## src/rtl/calc_pkg.sv

```systemverilog
// Shared types and constants for the calculator front-end sequencer.
package calc_pkg;

    localparam int CNT_W = 4;

    typedef enum logic [2:0] {
        ST_GET_A   = 3'd0,
        ST_GET_B   = 3'd1,
        ST_GET_OP  = 3'd2,
        ST_SETTLE  = 3'd3,
        ST_SHOW    = 3'd4
    } state_e;

    localparam logic [2:0] OP_AND = 3'd0;
    localparam logic [2:0] OP_OR  = 3'd1;
    localparam logic [2:0] OP_XOR = 3'd2;
    localparam logic [2:0] OP_NOT = 3'd3;
    localparam logic [2:0] OP_ADD = 3'd4;
    localparam logic [2:0] OP_SUB = 3'd5;

endpackage

```

## src/rtl/edge_rise.sv

```systemverilog
// Rising-edge detector for an already-synchronised button level.
module edge_rise (
    input  logic clk,
    input  logic rst_n,
    input  logic d_i,
    output logic pulse_o
);

    logic d_q;

    always_ff @(posedge clk or negedge rst_n) begin
        if (!rst_n) d_q <= 1'b0;
        else        d_q <= d_i;
    end

    assign pulse_o = d_i & ~d_q;

endmodule

```

## src/rtl/calc_operand_sequencer.sv

```systemverilog
// Captures A, B and opcode on enter presses, waits for the ALU to settle,
// then registers the result for display.
//
//   state     | meaning
//   GET_A     | waiting for operand A press
//   GET_B     | waiting for operand B press
//   GET_OP    | waiting for opcode press; loads settle counter
//   SETTLE    | operands driven, counting down, presses ignored
//   SHOW      | result valid; next press captures a new A
module calc_operand_sequencer
    import calc_pkg::*;
#(
    parameter int SETTLE_CYCLES = 4
) (
    input  logic       clk,
    input  logic       rst_n,
    input  logic [7:0] sw,
    input  logic       enter,
    input  logic       clear,
    input  logic [7:0] alu_result,
    output logic [7:0] op_a,
    output logic [7:0] op_b,
    output logic [2:0] op_code,
    output logic [7:0] result,
    output logic       result_valid,
    output logic       busy,
    output logic [2:0] state_o
);

    logic [2:0]       state_q, state_d;
    logic [CNT_W-1:0] cnt_q, cnt_d;
    logic [7:0]       op_a_q, op_b_q, result_q;
    logic [2:0]       op_code_q;
    logic             valid_q, valid_d;
    logic             enter_pulse;
    logic             ld_a, ld_b, ld_op, ld_res;

    edge_rise u_enter_edge (
        .clk     (clk),
        .rst_n   (rst_n),
        .d_i     (enter),
        .pulse_o (enter_pulse)
    );

    always_ff @(posedge clk or negedge rst_n) begin
        if (!rst_n) state_q <= ST_GET_A;
        else        state_q <= state_d;
    end

    always_comb begin
        state_d = state_q;
        if (clear) begin
            state_d = ST_GET_A;
        end else begin
            case (state_q)
                ST_GET_A:  if (enter_pulse) state_d = ST_GET_B;
                ST_GET_B:  if (enter_pulse) state_d = ST_GET_OP;
                ST_GET_OP: if (enter_pulse) state_d = ST_SETTLE;
                ST_SETTLE: if (cnt_q == '0) state_d = ST_SHOW;
                ST_SHOW:   if (enter_pulse) state_d = ST_GET_B;
                default:   state_d = ST_GET_A;
            endcase
        end
    end

    // Load strobes; clear masks every one of them so registers are retained.
    always_comb begin
        ld_a   = !clear && enter_pulse && (state_q == ST_GET_A || state_q == ST_SHOW);
        ld_b   = !clear && enter_pulse && (state_q == ST_GET_B);
        ld_op  = !clear && enter_pulse && (state_q == ST_GET_OP);
        ld_res = !clear && (state_q == ST_SETTLE) && (cnt_q == '0);
        busy   = (state_q == ST_SETTLE);

        cnt_d = cnt_q;
        if (ld_op)
            cnt_d = CNT_W'(SETTLE_CYCLES - 1);
        else if (state_q == ST_SETTLE && cnt_q != '0)
            cnt_d = cnt_q - CNT_W'(1);

        valid_d = valid_q;
        if (clear || ld_a) valid_d = 1'b0;
        else if (ld_res)   valid_d = 1'b1;
    end

    always_ff @(posedge clk or negedge rst_n) begin
        if (!rst_n) begin
            op_a_q    <= '0;
            op_b_q    <= '0;
            op_code_q <= '0;
            result_q  <= '0;
            cnt_q     <= '0;
            valid_q   <= 1'b0;
        end else begin
            if (ld_a)   op_a_q    <= sw;
            if (ld_b)   op_b_q    <= sw;
            if (ld_op)  op_code_q <= sw[2:0];
            if (ld_res) result_q  <= alu_result;
            cnt_q   <= cnt_d;
            valid_q <= valid_d;
        end
    end

    assign op_a         = op_a_q;
    assign op_b         = op_b_q;
    assign op_code      = op_code_q;
    assign result       = result_q;
    assign result_valid = valid_q;
    assign state_o      = state_q;

endmodule

```

## config.mk

```make
export PLATFORM = sky130hd
export DESIGN_NAME = calc_operand_sequencer
export DESIGN_NICKNAME = d
export VERILOG_FILES = /design/src/rtl/calc_pkg.sv /design/src/rtl/edge_rise.sv /design/src/rtl/calc_operand_sequencer.sv
export SDC_FILE = /design/constraint.sdc
export NUM_CORES = 1
export LEC_CHECK = 0
export CAP_MARGIN = 10
export CORE_MARGIN = 2
export CORE_UTILIZATION = 45
export CTS_BUF_LIST = sky130_fd_sc_hd__clkbuf_4 sky130_fd_sc_hd__clkbuf_8
export DETAILED_ROUTE_END_ITERATION = 7
export PLACE_DENSITY_LB_ADDON = 0.2
export SYNTH_ARGS = -nofsm -noshare
export SYNTH_HDL_FRONTEND = slang
export SYNTH_HIERARCHICAL = 1
export SYNTH_SLANG_ARGS = --single-unit
```

## constraint.sdc

```tcl
create_clock -name clk -period 2.08 [get_ports clk]
set_input_delay 0.52 -clock clk [delete_from_list [all_inputs] [get_ports clk]]
set_output_delay 0.52 -clock clk [all_outputs]
set_load 0.01 [all_outputs]
```

Yosys cells after proc, flatten, opt, wreduce, memory -nomap -nowiden
Cells that the tools add are included.

Bits in registers: 36. Input port bits: 20. Output and inout port bits: 32. Word-level logic and storage cells: 46.

Add/sub/neg operators: 1. Eq/ne operators: 8. Muxes and demuxes: 10. Bitwise operators: 2. Reduce and logical (&&, ||, !) cells: 17.

Operator list (count): two-way mux 3 bit (5); case mux 3 bit (4 select lines) (1); two-way mux 4 bit (2); logical AND 1 bit (7); == test 3 x 2 -> 1 bit, second input constant (2); inequality test 3 bit, second input constant (2); zero test 4 bit (1); AND reduction 4 bit (1); nonzero test 2 bit (2); nonzero test 4 bit (1); subtractor 4 x 1 -> 4 bit, second input constant (1); == test 3 x 1 -> 1 bit, second input constant (1); == test 3 bit, second input constant (1); zero test 3 bit (1); inequality test 3 x 1 -> 1 bit, second input constant (1); inequality test 3 x 2 -> 1 bit, second input constant (1); logical OR 1 bit (2); two-way mux 1 bit (2); OR reduction 2 bit (1); bitwise AND 1 bit (1); zero test 1 bit (1); NOT 1 bit (1).

Logic depth before layout (Yosys ltp)
Word-level depth: 6. Mapped depth: 5. Depth with buffers taken out: 5.

Modules after synthesis
The synthesis kept the hierarchy.

By module, submodules not included: calc_operand_sequencer (times used 1, cells each 106, area each 1505.2 um2, sequential area each 875.8 um2); edge_rise (times used 1, cells each 2, area each 38.8 um2, sequential area each 25.0 um2).

Worst setup path after synthesis
No wires, ideal clock.

Path kind: register -> register. From: register cnt_q[0]. To: register result_q[0], in the netlist result[0]. Setup time: 0.125 ns. Arrival time: 1.633 ns. Required time: 1.955 ns. Setup slack: 0.323 ns. Cell stages (with the launch flop): 6. Path buffers: 0. Period minus slack after synthesis: 1.757 ns. Cell sequence: dfrtp_1 > inv_1 > ha_1 > or3b_4 > nor3_4 > mux2_2.

Cells in the longest elaborated chain, start to end: 2.

RTL lines: from (decl) (RTL line calc_operand_sequencer.sv:31) `logic [CNT_W-1:0] cnt_q, cnt_d;`; from (signal assigned) (RTL line calc_operand_sequencer.sv:98) `cnt_q <= cnt_d;`; zero test 4 bit (RTL line calc_operand_sequencer.sv:71) `ld_res = !clear && (state_q == ST_SETTLE) && (cnt_q == '0);`; logical AND 1 bit (RTL line calc_operand_sequencer.sv:71); to (signal assigned) (RTL line calc_operand_sequencer.sv:97) `if (ld_res) result_q <= alu_result;`; to (decl) (RTL line calc_operand_sequencer.sv:32) `logic [7:0] op_a_q, op_b_q, result_q;`.

No other way between the ends. A chain may end at the register's enable or synchronous reset.

Final worst setup path
From: register state_q[1], in the netlist state_o[1]. To: output port state_o[1].

RTL lines: from (decl) (RTL line calc_operand_sequencer.sv:30) `logic [2:0] state_q, state_d;`; from (signal assigned) (RTL line calc_operand_sequencer.sv:47) `else state_q <= state_d;`; to (decl) (RTL line calc_operand_sequencer.sv:27) `output logic [2:0] state_o`.

No word-level cell between the ends.

==> flow_summary.json <==
{
  "cp_slowest_cell": "clkdlybuf4s50_1",
  "yosysTopAreaCell": "dfrtp_1",
  "crit_family": "buffers and inverters",
  "die_y_um": 62.6,
  "syn_area_per_cell_um2": 14.3,
  "area_growth_syn_to_layout_pct": 48.2,
  "switching_share_pct": 24.7,
  "antenna_found_initial": 0,
  "grt_pass1_vias": 1154,
  "reg2regPathDepth": 5,
  "yosys.area.top_type_share_pct": 58.3,
  "clockBufferDepth": 2,
  "cts-hold-fix-buffers": 0,
  "syn_area_um2": 1540,
  "p_int_mw": 1.73,
  "r2r_slack_ns": 0.14,
  "io_pins": 52,
  "num_vias": 1114,
  "io_buffers": 51,
  "clockPowerShare_pct": 31.9,
  "cp.buffers_inverters": 2,
  "drive_above_1_share_pct": 30.6,
  "grt_util_all_layers_pct": 18.5,
  "fillers": 265,
  "num_rows": 21,
  "grt_pass1_wl_um": 5610,
  "avgViaCountPerCell": 5.09,
  "gp_congestion": 0.840,
  "setup.worst_path.class": "reg2out",
  "finalSetupTns_ns": 0,
  "die_area_um2": 3920,
  "p_leak_nw": 0.978,
  "period_share_pct": 94.7,
  "setup_viol": 0,
  "clkTransAtPathRegs_ns": 0.12,
  "grt_max_degree": 37,
  "status": "finished clean",
  "slowest_delay_ns": 0.55,
  "dp_hpwl_um": 2430,
  "slew-limit-headroom_pct": 47.5,
  "drt_first_pass_iters": 4,
  "numCtsBuffers": 5,
  "layout_commonest_cell": "clkdlybuf4s50_1",
  "maxCapViolCount": 0,
  "drc": 0,
  "start_kind": "flip-flop",
  "post_cts.repair.setup_buffers": 0,
  "period_needed_ns": 1.97,
  "placed_cells": 211,
  "cts.sinks": 36,
  "synth_area_leaders": "dfrtp_1 (58%), mux2_2 (20%), nor3_4 (2.1%)",
  "ys_seq_area_share_pct": 58.3,
  "syn_inst": 108,
  "ant_nets": 0,
  "final_nets": 194,
  "htreeDepth": 2,
  "clock_skew_ns": 0.00872,
  "seqPwrFrac_pct": 41.0,
  "core_um2": 3310,
  "slew_violations": 0,
  "power_density_nw_per_um2": 1000,
  "overflow": 0,
  "clockRootBuffer": "clkbuf_4",
  "synth_nets": 130,
  "power_frac_comb_pct": 27.1,
  "r2r-end": "result[2]$_DFFE_PN0P_",
  "peakVddDrop_mv": 0.567,
  "worstSetupEndpointType": "output pin",
  "yosysUniqueCellTypes": 28,
  "r2r_start": "cnt_q[0]$_DFFE_PN0P_",
  "post-route-util_pct": 69.1,
  "cp_data_arrival_time_ns": 1.45,
  "path_cells": "buf_4 > clkdlybuf4s50_1",
  "most-common-layout-cells": "clkdlybuf4s50_1 (49), dfrtp_1 (35), mux2_2 (27)",
  "cp.required_ns": 1.56,
  "drtIter0Drc": 54,
  "wl_um": 3200,
  "stdcell_count": 219,
  "clk_latency_ns": 0.34,
  "max_clock_freq_mhz": 507,
  "hold_path.class": "in2async",
  "switchingPower_mw": 0.566,
  "cts_tree": "built",
  "routedWlPerCell_um": 14.6,
  "die-width_um": 62.6,
  "critPathMaxFanout": 9,
  "ys_ff_latch": 36,
  "yosys_warnings": 6,
  "antenna_cells": 0,
  "rsz0062_at_grt": "false",
  "hold_viol_final": 0,
  "start_util_pct": 46.6,
  "max_slew.worst_pin.slew_ns": 0.788
}
[metrics by stage]
stage               setup WS, ns  power [mW]  hold slack (ns)  area (um^2)
finish                     0.109        2.29            0.254         2290
global route             0.00156        2.41            0.307         2290
CTS                       0.0832        2.32            0.275         2290
detailed placement        -0.110        1.58            0.496         2160
global placement         -0.0485        1.55            0.489         2160
floorplan                  0.323        1.22            0.224         1540
[registers in the layout, indices dropped and copies added, names as in the netlist]
signal            count
result_valid          1
op_b                  8
op_code               3
cnt_q                 4
state_o               3
op_a                  8
result                8
u_enter_edge/d_q      1
[power groups by stage]
stage	Combinational (mW)	Sequential, mW	Clock (mW)
3_5_place_dp	0.629	0.956	0
3_3_place_gp	0.601	0.948	0
5_1_grt	0.665	0.961	0.788
2_1_floorplan	0.214	1.00	0
4_1_cts	0.632	0.942	0.744
6_report	0.622	0.940	0.731
[metal layers]
metal,GRT usage [%],wire length [um],vias up
met5,0,0,-
met4,7.50,40,0
met3,3.96,117,5
met2,32.3,1770,25
met1,22.2,1280,560
li1,-,-,524
[worst max path at each step]
stage | start | to | slack [ns] | depth (start not counted)
floorplan | cnt_q[0]$_DFFE_PN0P_ | result[0]$_DFFE_PN0P_ | 0.32 | 5
global placement | enter | op_a[3]$_DFFE_PN0P_ | -0.05 | 6
detailed placement | enter | op_a[6]$_DFFE_PN0P_ | -0.11 | 6
global route | cnt_q[0]$_DFFE_PN0P_ | result[6]$_DFFE_PN0P_ | 0.002 | 5
finish | state_o[1]$_DFFE_PN0P_ | state_o[1] | 0.11 | 2
CTS | state_o[1]$_DFFE_PN0P_ | state_o[1] | 0.08 | 2
[kinds of logic after synthesis]
| kind of cell | after synthesis | share of synthesized area (%) |
|---|---|---|
| buffers and inverters | 8 | 2.92 |
| AO/OA/AOI/OAI | 14 | 6.08 |
| multiplexers | 27 | 19.7 |
| flip-flops | 36 | 58.3 |
| adder cells (fa/ha/maj) | 2 | 1.62 |
| AND/OR/NAND/NOR | 21 | 11.3 |
[cell type report]
type	instances	area, um^2	area share, %
inverter	5	18.8	0.820
clock inverter	3	90.1	3.94
timing repair buffer	60	584	25.5
tap	46	57.6	2.52
multi-input combinational	64	598	26.1
sequential	36	902	39.4
clock buffer	5	37.5	1.64
[repair_timing]
| item | in CTS | in global routing |
|---|---|---|
| hold endpoints to repair | 0 | 0 |
| resized for setup | 2 | 0 |
| endpoints found under the setup margin | 1 | 0 |
[synthesized netlist by cell type (all sizes together)]
cell / n
o21ai: 4
a21boi: 2
o311ai: 1
a211oi: 1
ha: 2
inv: 5
or4: 2
or3b: 1
nor4: 1
nor2b: 2
or3: 1
nand3b: 1
nand3: 3
nor3: 2
nand2: 1
a21oi: 2
dfrtp: 36
mux2: 27
nor3b: 2
o32ai: 1
a311oi: 1
nor2: 4
buf: 3
or2: 1
a32oi: 1
a31oi: 1
Note: power is estimated with default switching activity, not from simulation.
